<file path="src/rtl/matrix_store_writer.sv">
// matrix_store_writer
//   Takes the element stream produced by the UART command parser in INPUT mode and writes the
//   elements row-major into fixed-size matrix slots in RAM. Keeps a per-slot descriptor table
//   (valid, m, n) that later stages read combinationally through the query port.
//
// Ports
//   clk, rst                  clock (rising edge), asynchronous active-high reset
//   start_input               1-cycle pulse: parser began an INPUT/GEN command
//   dim_m, dim_n              rows/cols from the parser, stable during a command
//   elem_data, write_en       element value and its 1-cycle strobe
//   data_ready                1-cycle end-of-command pulse
//   mem_we/mem_addr/mem_wdata registered RAM write port
//   commit_valid, commit_id   matrix stored pulse and slot ID (ID held until next commit)
//   err_valid, err_code       command rejected pulse and cause (code held until next error)
//   busy                      high while filling or dropping a command
//   stored_cnt                number of valid slots
//   q_id, q_valid, q_m, q_n   combinational descriptor query
module matrix_store_writer #(
  parameter int unsigned NUM_SLOTS = 4,
  parameter int unsigned MAX_DIM   = 5,
  parameter int unsigned DATA_W    = 8,
  parameter int unsigned ADDR_W    = 7,
  parameter int unsigned ID_W      = 2
) (
  input  logic              clk,
  input  logic              rst,
  input  logic              start_input,
  input  logic [2:0]        dim_m,
  input  logic [2:0]        dim_n,
  input  logic [DATA_W-1:0] elem_data,
  input  logic              write_en,
  input  logic              data_ready,
  output logic              mem_we,
  output logic [ADDR_W-1:0] mem_addr,
  output logic [DATA_W-1:0] mem_wdata,
  output logic              commit_valid,
  output logic [ID_W-1:0]   commit_id,
  output logic              err_valid,
  output logic [1:0]        err_code,
  output logic              busy,
  output logic [2:0]        stored_cnt,
  input  logic [ID_W-1:0]   q_id,
  output logic              q_valid,
  output logic [2:0]        q_m,
  output logic [2:0]        q_n
);

  localparam int unsigned SLOT_SZ = MAX_DIM * MAX_DIM;

  localparam logic [1:0] ErrDims  = 2'b01;
  localparam logic [1:0] ErrOvf   = 2'b10;
  localparam logic [1:0] ErrShort = 2'b11;

  typedef enum logic [1:0] {StIdle, StArmed, StFill, StDrop} state_e;

  state_e                state_q, state_d;
  logic [ID_W-1:0]       wr_ptr_q, wr_ptr_d;
  logic [4:0]            idx_q, idx_d;
  logic [4:0]            total_q, total_d;
  logic [2:0]            m_lat_q, m_lat_d;
  logic [2:0]            n_lat_q, n_lat_d;
  logic [NUM_SLOTS-1:0]  valid_q, valid_d;
  logic [2:0]            slot_m_q [NUM_SLOTS];
  logic [2:0]            slot_m_d [NUM_SLOTS];
  logic [2:0]            slot_n_q [NUM_SLOTS];
  logic [2:0]            slot_n_d [NUM_SLOTS];

  logic                  mem_we_q, mem_we_d;
  logic [ADDR_W-1:0]     mem_addr_q, mem_addr_d;
  logic [DATA_W-1:0]     mem_wdata_q, mem_wdata_d;
  logic                  commit_valid_q, commit_valid_d;
  logic [ID_W-1:0]       commit_id_q, commit_id_d;
  logic                  err_valid_q, err_valid_d;
  logic [1:0]            err_code_q, err_code_d;

  // Per-cycle actions decided by the FSM, applied by the datapath block.
  logic                  do_write;
  logic [4:0]            wr_idx;
  logic                  do_commit;
  logic                  do_err;
  logic [1:0]            err_sel;
  logic                  clear_slot;

  logic                  dims_ok;
  logic [ADDR_W-1:0]     slot_base;

  assign dims_ok = (dim_m != 3'd0) && (32'(dim_m) <= MAX_DIM) &&
                   (dim_n != 3'd0) && (32'(dim_n) <= MAX_DIM);

  // Constant multiply; idx never exceeds total-1 < SLOT_SZ, so the address stays in the slot.
  assign slot_base = ADDR_W'(32'(wr_ptr_q) * SLOT_SZ);

  // FSM: next state and per-cycle action flags.
  always_comb begin
    state_d    = state_q;
    idx_d      = idx_q;
    total_d    = total_q;
    m_lat_d    = m_lat_q;
    n_lat_d    = n_lat_q;
    do_write   = 1'b0;
    wr_idx     = '0;
    do_commit  = 1'b0;
    do_err     = 1'b0;
    err_sel    = 2'b00;
    clear_slot = 1'b0;

    unique case (state_q)
      StIdle: begin
        if (start_input) state_d = StArmed;
      end

      StArmed: begin
        if (write_en) begin
          if (!dims_ok) begin
            do_err  = 1'b1;
            err_sel = ErrDims;
            state_d = data_ready ? StIdle : StDrop;
          end else begin
            m_lat_d    = dim_m;
            n_lat_d    = dim_n;
            total_d    = 5'(dim_m) * 5'(dim_n);
            // Invalidate before the first write so readers never see a partial matrix.
            clear_slot = 1'b1;
            do_write   = 1'b1;
            wr_idx     = 5'd0;
            idx_d      = 5'd1;
            state_d    = StFill;
            // Element first, then the completeness check.
            if (data_ready) begin
              state_d = StIdle;
              if (total_d == 5'd1) begin
                do_commit = 1'b1;
              end else begin
                do_err  = 1'b1;
                err_sel = ErrShort;
              end
            end
          end
        end else if (data_ready) begin
          // GEN command with no elements: silent return.
          state_d = StIdle;
        end
      end

      StFill: begin
        if (start_input) begin
          do_err  = 1'b1;
          err_sel = ErrShort;
          state_d = StArmed;
        end else begin
          if (write_en) begin
            if (idx_q < total_q) begin
              do_write = 1'b1;
              wr_idx   = idx_q;
              idx_d    = 5'(idx_q + 5'd1);
            end else begin
              do_err  = 1'b1;
              err_sel = ErrOvf;
              state_d = StDrop;
            end
          end
          if (data_ready) begin
            if (state_d == StFill) begin
              if (idx_d == total_q) begin
                do_commit = 1'b1;
              end else begin
                do_err  = 1'b1;
                err_sel = ErrShort;
              end
            end
            state_d = StIdle;
          end
        end
      end

      StDrop: begin
        if (start_input) begin
          state_d = StArmed;
        end else if (data_ready) begin
          state_d = StIdle;
        end
      end

      default: state_d = StIdle;
    endcase
  end

  // Datapath: RAM write port, pulses, descriptor table and slot pointer.
  always_comb begin
    valid_d        = valid_q;
    slot_m_d       = slot_m_q;
    slot_n_d       = slot_n_q;
    wr_ptr_d       = wr_ptr_q;
    mem_we_d       = do_write;
    mem_addr_d     = mem_addr_q;
    mem_wdata_d    = mem_wdata_q;
    commit_valid_d = do_commit;
    commit_id_d    = commit_id_q;
    err_valid_d    = do_err;
    err_code_d     = err_code_q;

    if (do_write) begin
      mem_addr_d  = slot_base + ADDR_W'(wr_idx);
      mem_wdata_d = elem_data;
    end

    if (do_err) err_code_d = err_sel;

    if (clear_slot) valid_d[wr_ptr_q] = 1'b0;

    // Applied after the clear so a 1x1 finished in one cycle ends up valid.
    if (do_commit) begin
      valid_d[wr_ptr_q]  = 1'b1;
      slot_m_d[wr_ptr_q] = m_lat_d;
      slot_n_d[wr_ptr_q] = n_lat_d;
      commit_id_d        = wr_ptr_q;
      if (32'(wr_ptr_q) == NUM_SLOTS - 1) begin
        wr_ptr_d = '0;
      end else begin
        wr_ptr_d = ID_W'(wr_ptr_q + 1'b1);
      end
    end
  end

  always_ff @(posedge clk or posedge rst) begin
    if (rst) begin
      state_q        <= StIdle;
      wr_ptr_q       <= '0;
      idx_q          <= '0;
      total_q        <= '0;
      m_lat_q        <= '0;
      n_lat_q        <= '0;
      valid_q        <= '0;
      mem_we_q       <= 1'b0;
      mem_addr_q     <= '0;
      mem_wdata_q    <= '0;
      commit_valid_q <= 1'b0;
      commit_id_q    <= '0;
      err_valid_q    <= 1'b0;
      err_code_q     <= '0;
      for (int i = 0; i < int'(NUM_SLOTS); i++) begin
        slot_m_q[i] <= '0;
        slot_n_q[i] <= '0;
      end
    end else begin
      state_q        <= state_d;
      wr_ptr_q       <= wr_ptr_d;
      idx_q          <= idx_d;
      total_q        <= total_d;
      m_lat_q        <= m_lat_d;
      n_lat_q        <= n_lat_d;
      valid_q        <= valid_d;
      mem_we_q       <= mem_we_d;
      mem_addr_q     <= mem_addr_d;
      mem_wdata_q    <= mem_wdata_d;
      commit_valid_q <= commit_valid_d;
      commit_id_q    <= commit_id_d;
      err_valid_q    <= err_valid_d;
      err_code_q     <= err_code_d;
      for (int i = 0; i < int'(NUM_SLOTS); i++) begin
        slot_m_q[i] <= slot_m_d[i];
        slot_n_q[i] <= slot_n_d[i];
      end
    end
  end

  // Count of valid slots; tracks overwrite-clears and commits automatically.
  always_comb begin
    stored_cnt = '0;
    for (int i = 0; i < int'(NUM_SLOTS); i++) begin
      stored_cnt = stored_cnt + 3'(valid_q[i]);
    end
  end

  assign mem_we       = mem_we_q;
  assign mem_addr     = mem_addr_q;
  assign mem_wdata    = mem_wdata_q;
  assign commit_valid = commit_valid_q;
  assign commit_id    = commit_id_q;
  assign err_valid    = err_valid_q;
  assign err_code     = err_code_q;
  assign busy         = (state_q == StFill) || (state_q == StDrop);

  assign q_valid = valid_q[q_id];
  assign q_m     = slot_m_q[q_id];
  assign q_n     = slot_n_q[q_id];

endmodule

</file>
<file path="config.mk">
export PLATFORM = sky130hd
export DESIGN_NAME = matrix_store_writer
export DESIGN_NICKNAME = d
export VERILOG_FILES = /design/src/rtl/matrix_store_writer.sv
export SDC_FILE = /design/constraint.sdc
export NUM_CORES = 1
export LEC_CHECK = 0
export CAP_MARGIN = 20
export CORE_MARGIN = 1
export CORE_UTILIZATION = 60
export CTS_BUF_LIST = sky130_fd_sc_hd__clkbuf_4 sky130_fd_sc_hd__clkbuf_8 sky130_fd_sc_hd__clkbuf_16
export DETAILED_ROUTE_END_ITERATION = 8
export DONT_BUFFER_PORTS = 1
export PLACE_DENSITY = 0.76
export SLEW_MARGIN = 20
export SYNTH_ARGS = -nofsm -noshare
export SYNTH_HDL_FRONTEND = slang
export SYNTH_SLANG_ARGS = --single-unit
</file>
<file path="constraint.sdc">
create_clock -name clk -period 7.5 [get_ports clk]
set_clock_uncertainty 0.05 [all_clocks]
set_input_delay 1.125 -clock clk [delete_from_list [all_inputs] [get_ports clk]]
set_output_delay 1.125 -clock clk [all_outputs]
set_load 0.01 [all_outputs]
</file>
# ---- Yosys cells after proc, flatten, opt, wreduce, memory -nomap -nowiden
# Index checks and enable logic that the tools add are counted.
# Widths: inputs -> output; s select.
dict set report op_classes {
  add_sub_neg 6
  mul 2
  n_lt_le_gt_ge 9
  n_eq_ne 11
  mux 87
  bitwise_logic 5
  n_reduce_logical 12
}
# cell n
set ops {}
lappend ops {{$mux 5} 11}
lappend ops {{$mux 2} 24}
lappend ops {{$mux 3} 11}
lappend ops {{$mux 1} 26}
lappend ops {{$bwmux 12} 2}
lappend ops {{$bmux 3 s2} 2}
lappend ops {{$pmux 5 s2} 1}
lappend ops {{$eq 2x2->1 const B} 4}
lappend ops {{$mux 4} 2}
lappend ops {{$ne 2x2->1 const B} 4}
lappend ops {{$pmux 2 s4} 1}
lappend ops {{$add 7x5->7} 1}
lappend ops {{$mul 2x5->7 const B} 1}
lappend ops {{$demux 3 s2} 1}
lappend ops {{$ge 3x3->1 const B} 2}
lappend ops {{$le 3x3->1 const B} 2}
lappend ops {{$lt 2x3->1 const B} 2}
lappend ops {{$not 2->3} 2}
lappend ops {{$pmux 1 s2} 3}
lappend ops {{$reduce_bool 3->1} 2}
lappend ops {{$add 5x1->5 const B} 1}
lappend ops {{$eq 5x1->1 const B} 1}
lappend ops {{$eq 5x5->1} 1}
lappend ops {{$logic_and 1x1->1} 5}
lappend ops {{other kinds (20)} 20}
dict set report totals {
  register_bits 70
  inputBits 21
  output_inout_bits 33
}

# ---- Longest topological paths before layout
# Gate-level depths: netlist of run 1.
dict set report depth {
  word_depth 12
  mapped_depth 16
  mapped_depth_nobuf 15
}

# ---- Worst setup path after synthesis of run 1
# Ideal clock, no wire load.
dict set report synth_path {
  kind {in2reg}
  from {input port dim_n[1]}
  to {register slot_m_q[0] (netlist name)}
  setup_time_ns 0.125
  t_arrival_ns 3.852
  t_required_ns 7.325
  path_slack_ns 3.473
  stages 10
  path_cell_list {and2_1 fa_1 ha_1 fa_1 nor4_1 nand2_1 or3_1 buf_2 a21boi_4 mux2_2}
}
dict set report synth_between {
  elab_chain_cells 7
  elab_cells_between_ends 15
}
# element line_no
set synth_rtl {}
lappend synth_rtl {{start, declared} 29} ;# input logic [2:0] dim_n,
lappend synth_rtl {{$mul 3x3->5 / $reduce_bool 3->1 (equally long branches)} {121, 88}}
lappend synth_rtl {{$eq 5x1->1 / $logic_and 1x1->1 (equally long branches)} {131, 87}}
lappend synth_rtl {{$mux 1 / $logic_and 1x1->1 (equally long branches)} {131, 88}}
lappend synth_rtl {{$mux 1 / $mux 3 (equally long branches)} {129, 114}}
lappend synth_rtl {{$mux 1 / $mux 3 (equally long branches)} {114, 113}}
lappend synth_rtl {{$mux 1 / $mux 3 (equally long branches)} {113, 107}}
lappend synth_rtl {{$pmux 1 s2 / $bwmux 12 (equally long branches)} {107, 214}}
lappend synth_rtl {{end signal, assigned by index} 261} ;# slot_m_q[i] <= slot_m_d[i];
lappend synth_rtl {{end, declared} 63} ;# logic [2:0] slot_m_q [NUM_SLOTS];
# Parallel ways exist; a longest one is shown, timed or not.
# A chain may end at the register's enable or synchronous reset.

# ---- Worst setup path after layout of run 1
dict set report layout_path {
  from {input port dim_n[1]}
  to {register slot_m_q[4] (netlist name)}
}
# The elaborated chain is that of the path after synthesis.

==> results of run 1 <==
per-layer routing:
metal | GRT usage | routed length (um)
met5 | 0 | 0
met4 | 0.0818 | 95
met1 | 0.348 | 3730
met2 | 0.420 | 4270
met3 | 0.0730 | 499
cell type report:
| class | count | share of cell area |
|---|---|---|
| flip-flops and latches | 70 | 0.395 |
| multi-input cells | 278 | 0.510 |
| clock buffers | 10 | 0.0296 |
| well taps | 77 | 0.0217 |
| clock inverters | 6 | 0.0195 |
| repair buffers | 3 | 0.00507 |
| inverters | 23 | 0.0195 |
through the flow:
| stage | std cells | instance area (um^2) | power (mW) |
|---|---|---|---|
| finish | 467 | 4440 | 1.38 |
| global route | 467 | 4440 | 1.47 |
| CTS | 467 | 4440 | 1.38 |
| detailed placement | 451 | 4220 | 1.04 |
| global placement | 451 | 4220 | 1.02 |
| floorplan | 387 | 4160 | 0.919 |
sequential cells by signal, indices dropped and copies added, names as in the netlist, 3 cells and up:
name       flops
mem_wdata      8
mem_addr       7
n_lat_q        3
total_q        5
slot_n_q      12
slot_m_q      12
idx_q          5
m_lat_q        3
valid_q        4
worst register-to-register path, stage by stage, from the launching register on:
cell       delay (ns)
dfrtp_1          0.48
ha_1             0.38
a21o_1           0.22
a31oi_4          0.27
o21ai_1          0.15
inv_1            0.08
ha_1             0.25
mux2i_1          0.20
xor2_1           0.24
nand3b_1         0.10
a211oi_1         0.31
o2111ai_4        0.33
a21boi_4         0.38
mux2_2           0.39
worst paths after layout:
check | start | endpoint | slack (ns) | depth (start not counted)
worst min-delay path | slot_n_q[1] | slot_n_q[1] | 0.44 | 1
worst max-delay path | dim_n[1] | slot_m_q[4] | 3.41 | 9
worst max register to register | idx_q[2] | slot_m_q[4] | 3.56 | 13
worst min register to register | slot_n_q[1] | slot_n_q[1] | 0.44 | 1
min in group asynchronous | rst | mem_wdata[6] | 0.87 | 2
max in group asynchronous | rst | slot_m_q[3] | 5.97 | 2
power groups by stage:
stage / Clock [mW] / Combinational, mW / Sequential, mW
2_1_floorplan: 0 / 0.384 / 0.535
3_3_place_gp: 0 / 0.469 / 0.551
3_5_place_dp: 0 / 0.485 / 0.554
4_1_cts: 0.343 / 0.490 / 0.547
5_1_grt: 0.361 / 0.552 / 0.556
6_report: 0.337 / 0.491 / 0.547
Yosys cell counts, types with 11 or more instances:
cell type | number | area, um^2
dfrtp_1 | 70 | 1750
nand2_1 | 54 | 203
nor2_1 | 12 | 45.0
o21ai_0 | 19 | 95.1
a21oi_1 | 15 | 75.1
inv_1 | 22 | 82.6
clkbuf_1 | 13 | 48.8
ha_1 | 27 | 338
mux2_2 | 37 | 417
and2_1 | 11 | 68.8
cells by family (layout without fill, tap and decap cells):
| group | after synthesis | after routing | share of synthesized area |
|---|---|---|---|
| compound gates | 79 | 79 | 0.145 |
| xor+xnor | 10 | 10 | 0.0210 |
| fa+ha+maj | 32 | 32 | 0.105 |
| buf+inv | 39 | 42 | 0.0358 |
| flops | 70 | 70 | 0.421 |
| mux | 49 | 49 | 0.151 |
| simple gates | 108 | 108 | 0.122 |
cell usage in the layout, fill, tap and decap left out, drive strengths merged, types with 4 or more instances in the layout:
cell type / n
nor2: 12
a31oi: 4
fa: 5
a21oi: 15
mux4: 7
clkinv: 4
nand4: 5
a21o: 7
mux2: 39
nor2b: 4
a21boi: 4
o31ai: 4
and2: 11
clkbuf: 10
xor2: 5
dfrtp: 70
inv: 22
nand2: 54
xnor2: 5
ha: 27
nor3: 8
o21ai: 20
==> impl_metrics.csv, run 1 <==
group,metric,value,unit
die,core_region_area,6530,um^2
power,vdd_drop_max,219,uV
critical_path,required,7.68,ns
die,pin_count,54,
timing,period_minus_slack,4.09,ns
cts,h-tree-depth,3,
logic_synthesis,yosysSeqAreaShare,0.421,
die,die_y,85.3,um
critical_path,cpPeakStageDelay,0.55,ns
timing,tns,0,ns
die,start_util,0.638,
placed_design,pre_cts_ws,3.09,ns
routing,vias_per_cell,6.18,
cts,clock-sinks,70,
routing,drc,0,
routing,routed_wirelength,8590,um
placed_design,io_buffers,0,
grt,antenna_found_initial,0,
cts,cts_root_buffer,"clkbuf_8",
cts,insertion_delay,0.35,ns
grt,overflow,0,
cts,cts_tree,"yes",
die,die_width,85.3,um
logic_synthesis,syn-cell-area,4160,um^2
routing,ant_nets,0,
placed_design,gp_congestion,0.841,
timing,finalHoldViolations,0,
cts,cts_buffer_depth,2,
worst_hold_path,hold_path_class,"register to register",
outcome,status,"completed",
grt,grt_pass1_vias,2938,
routing,vias,2885,
logic_synthesis,yosysWarnings,0,
die,rows,29,
timing,worst_slack,3.41,ns
power,p_sw,0.531,mW
timing,slew_headroom,0.418,
logic_synthesis,synth_area_per_cell,10.8,um^2
run,drv_cap,0,
timing,rsz0062_at_grt,"no",
critical_path,timing.critical_path.buf_inv,0,
timing,period_share,0.545,
cts,cts_buffers,9,
logic_synthesis,synth_flop_cell,"dfrtp_1",
die,dieArea,7280,um^2
timing,fmax,0.244,GHz
routing,post_drt_wl_per_cell,18.4,um
critical_path,start_kind,"input port",
cts,hold_buffers,0,
power,power_frac_clock,0.245,
logic_synthesis,synth-edff-count,0,
critical_path,crit_chain,"and2_1 > fa_1 > ha_1 > fa_1 > nor4_1 > nand2_1 > or3_1 > a21boi_4 > mux2_2",
finish,fillCellCount,503,
critical_path,cp_top_family,"adder cells",
finish,layout.area.seq,1750,um^2
finish,drive_above_1_share,0.187,
critical_path,path_max_fanout,7,
placed_design,dp_hpwl,6170,um
power,p_leak,2.15,nW
grt,grt_pass1_wl,14600,um
timing,maxSlewViolCount,0,
critical_path,slowest_stage,"or3_1",
critical_path,arrival,4.27,ns
routing,drtPass1Iterations,5,
logic_synthesis,ys_ff_latch,70,
finish,fin_util,0.680,
cts,cts_resized,0,
power,sequentialPowerShare,0.398,
timing,worstMarginPinSlew,0.873,ns
timing,whs,0.441,ns
cts,clkTransAtPathRegs,0.07,ns
finish,fin_nets,438,
power,pwr_density_cell,310,nW/um^2
grt,grt_max_degree,71,
finish,syn2layout_area_growth,6.58,%
finish,multiInputGateArea,2260,um^2
grt,grt_usage,0.262,
critical_path,cp_common_cell,"fa_1",
power,power.internal,0.844,mW
logic_synthesis,synthArstFlopShare,1.00,
routing,dr.first_iter.drc_count,148,
power,pwr-share-comb,0.357,
finish,diodes,0,
critical_path,crit_path_end_kind,"register",
logic_synthesis,synth_nets,440,
logic_synthesis,synth_cell_types,52,
logic_synthesis,synth_cells,387,
timing,final-setup-viol-count,0,
power,p_sw_frac,0.386,
cts,cts_setup_buffers,0,
critical_path,path_class,"input port to register",
No activity file was read; power rests on OpenSTA's default activity.
==> run 2: changes to the inputs <==
==> constraint.sdc (replaced) <==
create_clock -name clk -period 3.9 [get_ports clk]
set_clock_uncertainty 0.05 [all_clocks]
set_input_delay 0.585 -clock clk [delete_from_list [all_inputs] [get_ports clk]]
set_output_delay 0.585 -clock clk [all_outputs]
set_load 0.01 [all_outputs]
==> run 2 against run 1 <==
Compared with the run above:
- register-to-register slack worse by 3.3 ns
- core utilization up 0.79 points
- non-clock buffer count up 5
- first-iteration DRC count down 2.0%
- critical endpoint is now slot_m_q[2]
- hold slack worse by 0.26 ns
- sequential share of layout area down 0.45 points
- final area up 1.2%
- sequential cell count unchanged
- power up 94%
- clock power up 99%
==> impl_metrics.csv, run 2 (synthesis results as in run 1) <==
group,metric,value,unit
critical_path,arrival,3.88,ns
die,die_y,85.3,um
die,core_region_area,6530,um^2
placed_design,placed_cells,456,
die,start_util,0.638,
timing,fmax,0.271,GHz
finish,fillCellCount,488,
placed_design,io_buffers,0,
routing,routed_wirelength,8740,um
power,power.total,2.67,mW
run,drv_cap,0,
cts,cts_tree,"yes",
finish,syn2layout_area_growth,7.81,%
cts,cts_buffers,9,
finish,fin_nets,443,
critical_path,crit_path_end_kind,"register",
timing,period_minus_slack,3.69,ns
cts,insertion_delay,0.36,ns
finish,drive_above_1_share,0.200,
finish,diodes,0,
routing,ant_nets,0,
die,rows,29,
timing,worstMarginPinSlew,0.805,ns
placed_design,gp_congestion,0.905,
critical_path,cpPeakStageDelay,0.38,ns
placed_design,placed_cell_area,4260,um^2
grt,antenna_found_initial,0,
critical_path,required,4.10,ns
routing,drc,0,
cts,h-tree-depth,3,
critical_path,cp_top_family,"compound AO/OA/AOI/OAI gates",
timing,finalHoldViolations,0,
critical_path,timing.critical_path.buf_inv,2,
cts,clock-sinks,70,
grt,grt_max_degree,49,
finish,final_area,4490,um^2
finish,multiInputGateArea,2270,um^2
power,vdd_drop_max,383,uV
routing,post_drt_wl_per_cell,18.5,um
timing,rsz0062_at_grt,"no",
critical_path,slowest_stage,"dfrtp_1",
critical_path,start_kind,"register",
critical_path,crit_chain,"inv_1 > ha_1 > a21o_1 > a31oi_4 > o21ai_1 > inv_1 > ha_1 > mux2i_1 > xor2_1 > nand3b_1 > a211oi_2 > o2111ai_4 > a21boi_4 > mux2_2",
die,dieArea,7280,um^2
routing,vias,2946,
finish,fin_cells,472,
cts,cts_root_buffer,"clkbuf_8",
finish,layout_common_cells,"dfrtp_1, nand2_1, mux2_2",
finish,final_common_cell,"dfrtp_1",
timing,tns,0,ns
grt,grt_usage,0.266,
cts,clkTransAtPathRegs,0.08,ns
power,p_leak,2.17,nW
routing,dr.first_iter.drc_count,145,
power,pwr_density_cell,596,nW/um^2
die,pin_count,54,
cts,cts_buffer_depth,2,
placed_design,dp_hpwl,6440,um
critical_path,path_class,"register to register",
finish,layout.area.seq,1750,um^2
outcome,status,"completed",
timing,slew_headroom,0.463,
timing,maxSlewViolCount,0,
critical_path,path_max_fanout,8,
routing,drtPass1Iterations,4,
timing,period_share,0.946,
grt,overflow,0,
worst_hold_path,hold_path_class,"input port to async pin",
die,die_width,85.3,um
timing,final-setup-viol-count,0,
routing,vias_per_cell,6.24,
grt,grt_pass1_wl,14800,um
grt,grt_pass1_vias,3006,
run 2: cell count changes in the layout (fill, tap and decap cells not counted):
| cell | before | now |
|---|---|---|
| clkinv_2 | 2 | 1 |
| inv_6 | 0 | 1 |
| buf_4 | 3 | 8 |
| a211oi_2 | 0 | 1 |
| inv_2 | 1 | 0 |
| a211oi_1 | 3 | 2 |
| clkinv_4 | 1 | 2 |
run 2: worst paths after layout:
path | cells after the start | start | endpoint | slack, ns
hold / removal | 1 | rst | wr_ptr_q[1] | 0.18
min in group clk | 1 | elem_data[6] | mem_wdata[6] | 0.32
hold reg to reg | 1 | slot_n_q[2] | slot_n_q[2] | 0.44
setup / recovery | 14 | total_q[2] | slot_m_q[2] | 0.21
setup reg to reg | 14 | total_q[2] | slot_m_q[2] | 0.21
max in group asynchronous | 2 | rst | idx_q[3] | 2.84
run 2: final cells by class:
| class | instances | area share |
|---|---|---|
| clock buffers | 10 | 0.0293 |
| multi-input cells | 278 | 0.505 |
| flip-flops and latches | 70 | 0.390 |
| repair buffers | 8 | 0.0134 |
| inverters | 23 | 0.0195 |
| clock inverters | 6 | 0.0209 |
| well taps | 77 | 0.0215 |
run 2: power by group:
group	internal, mW	switching, mW	leakage, nW	total (mW)
clock	0.371	0.299	0.110	0.670
combinational	0.373	0.578	1.14	0.951
sequential	0.890	0.163	0.920	1.05
run 2: timing repair:
item                                    CTS  global route
hold buffers                              0             0
buffers inserted                          0             0
endpoints found under the setup margin    0            27
resized for setup                         0             1
run 2: metal layers:
| layer | share of wire | global-route usage |
|---|---|---|
| met1 | 0.43 | 0.345 |
| met2 | 0.50 | 0.443 |
| met3 | 0.055 | 0.0613 |
| met4 | 0.014 | 0.0909 |
| met5 | 0 | 0 |
run 2: worst reg2reg max path: stages, from the launching register on:
cell	delay [ns]
dfrtp_1	0.38
inv_1	0.07
ha_1	0.32
a21o_1	0.22
a31oi_4	0.25
o21ai_1	0.14
inv_1	0.08
ha_1	0.24
mux2i_1	0.18
xor2_1	0.23
nand3b_1	0.12
a211oi_2	0.26
o2111ai_4	0.28
a21boi_4	0.37
mux2_2	0.37
run 2: through the flow:
stage	setup slack, ns	hold slack, ns	util
floorplan	0.192	0.403	-
global placement	0.165	0.414	0.652
detailed placement	0.0707	0.434	0.652
CTS	0.0610	0.289	0.686
global route	0.00874	0.257	0.687
finish	0.212	0.179	0.687
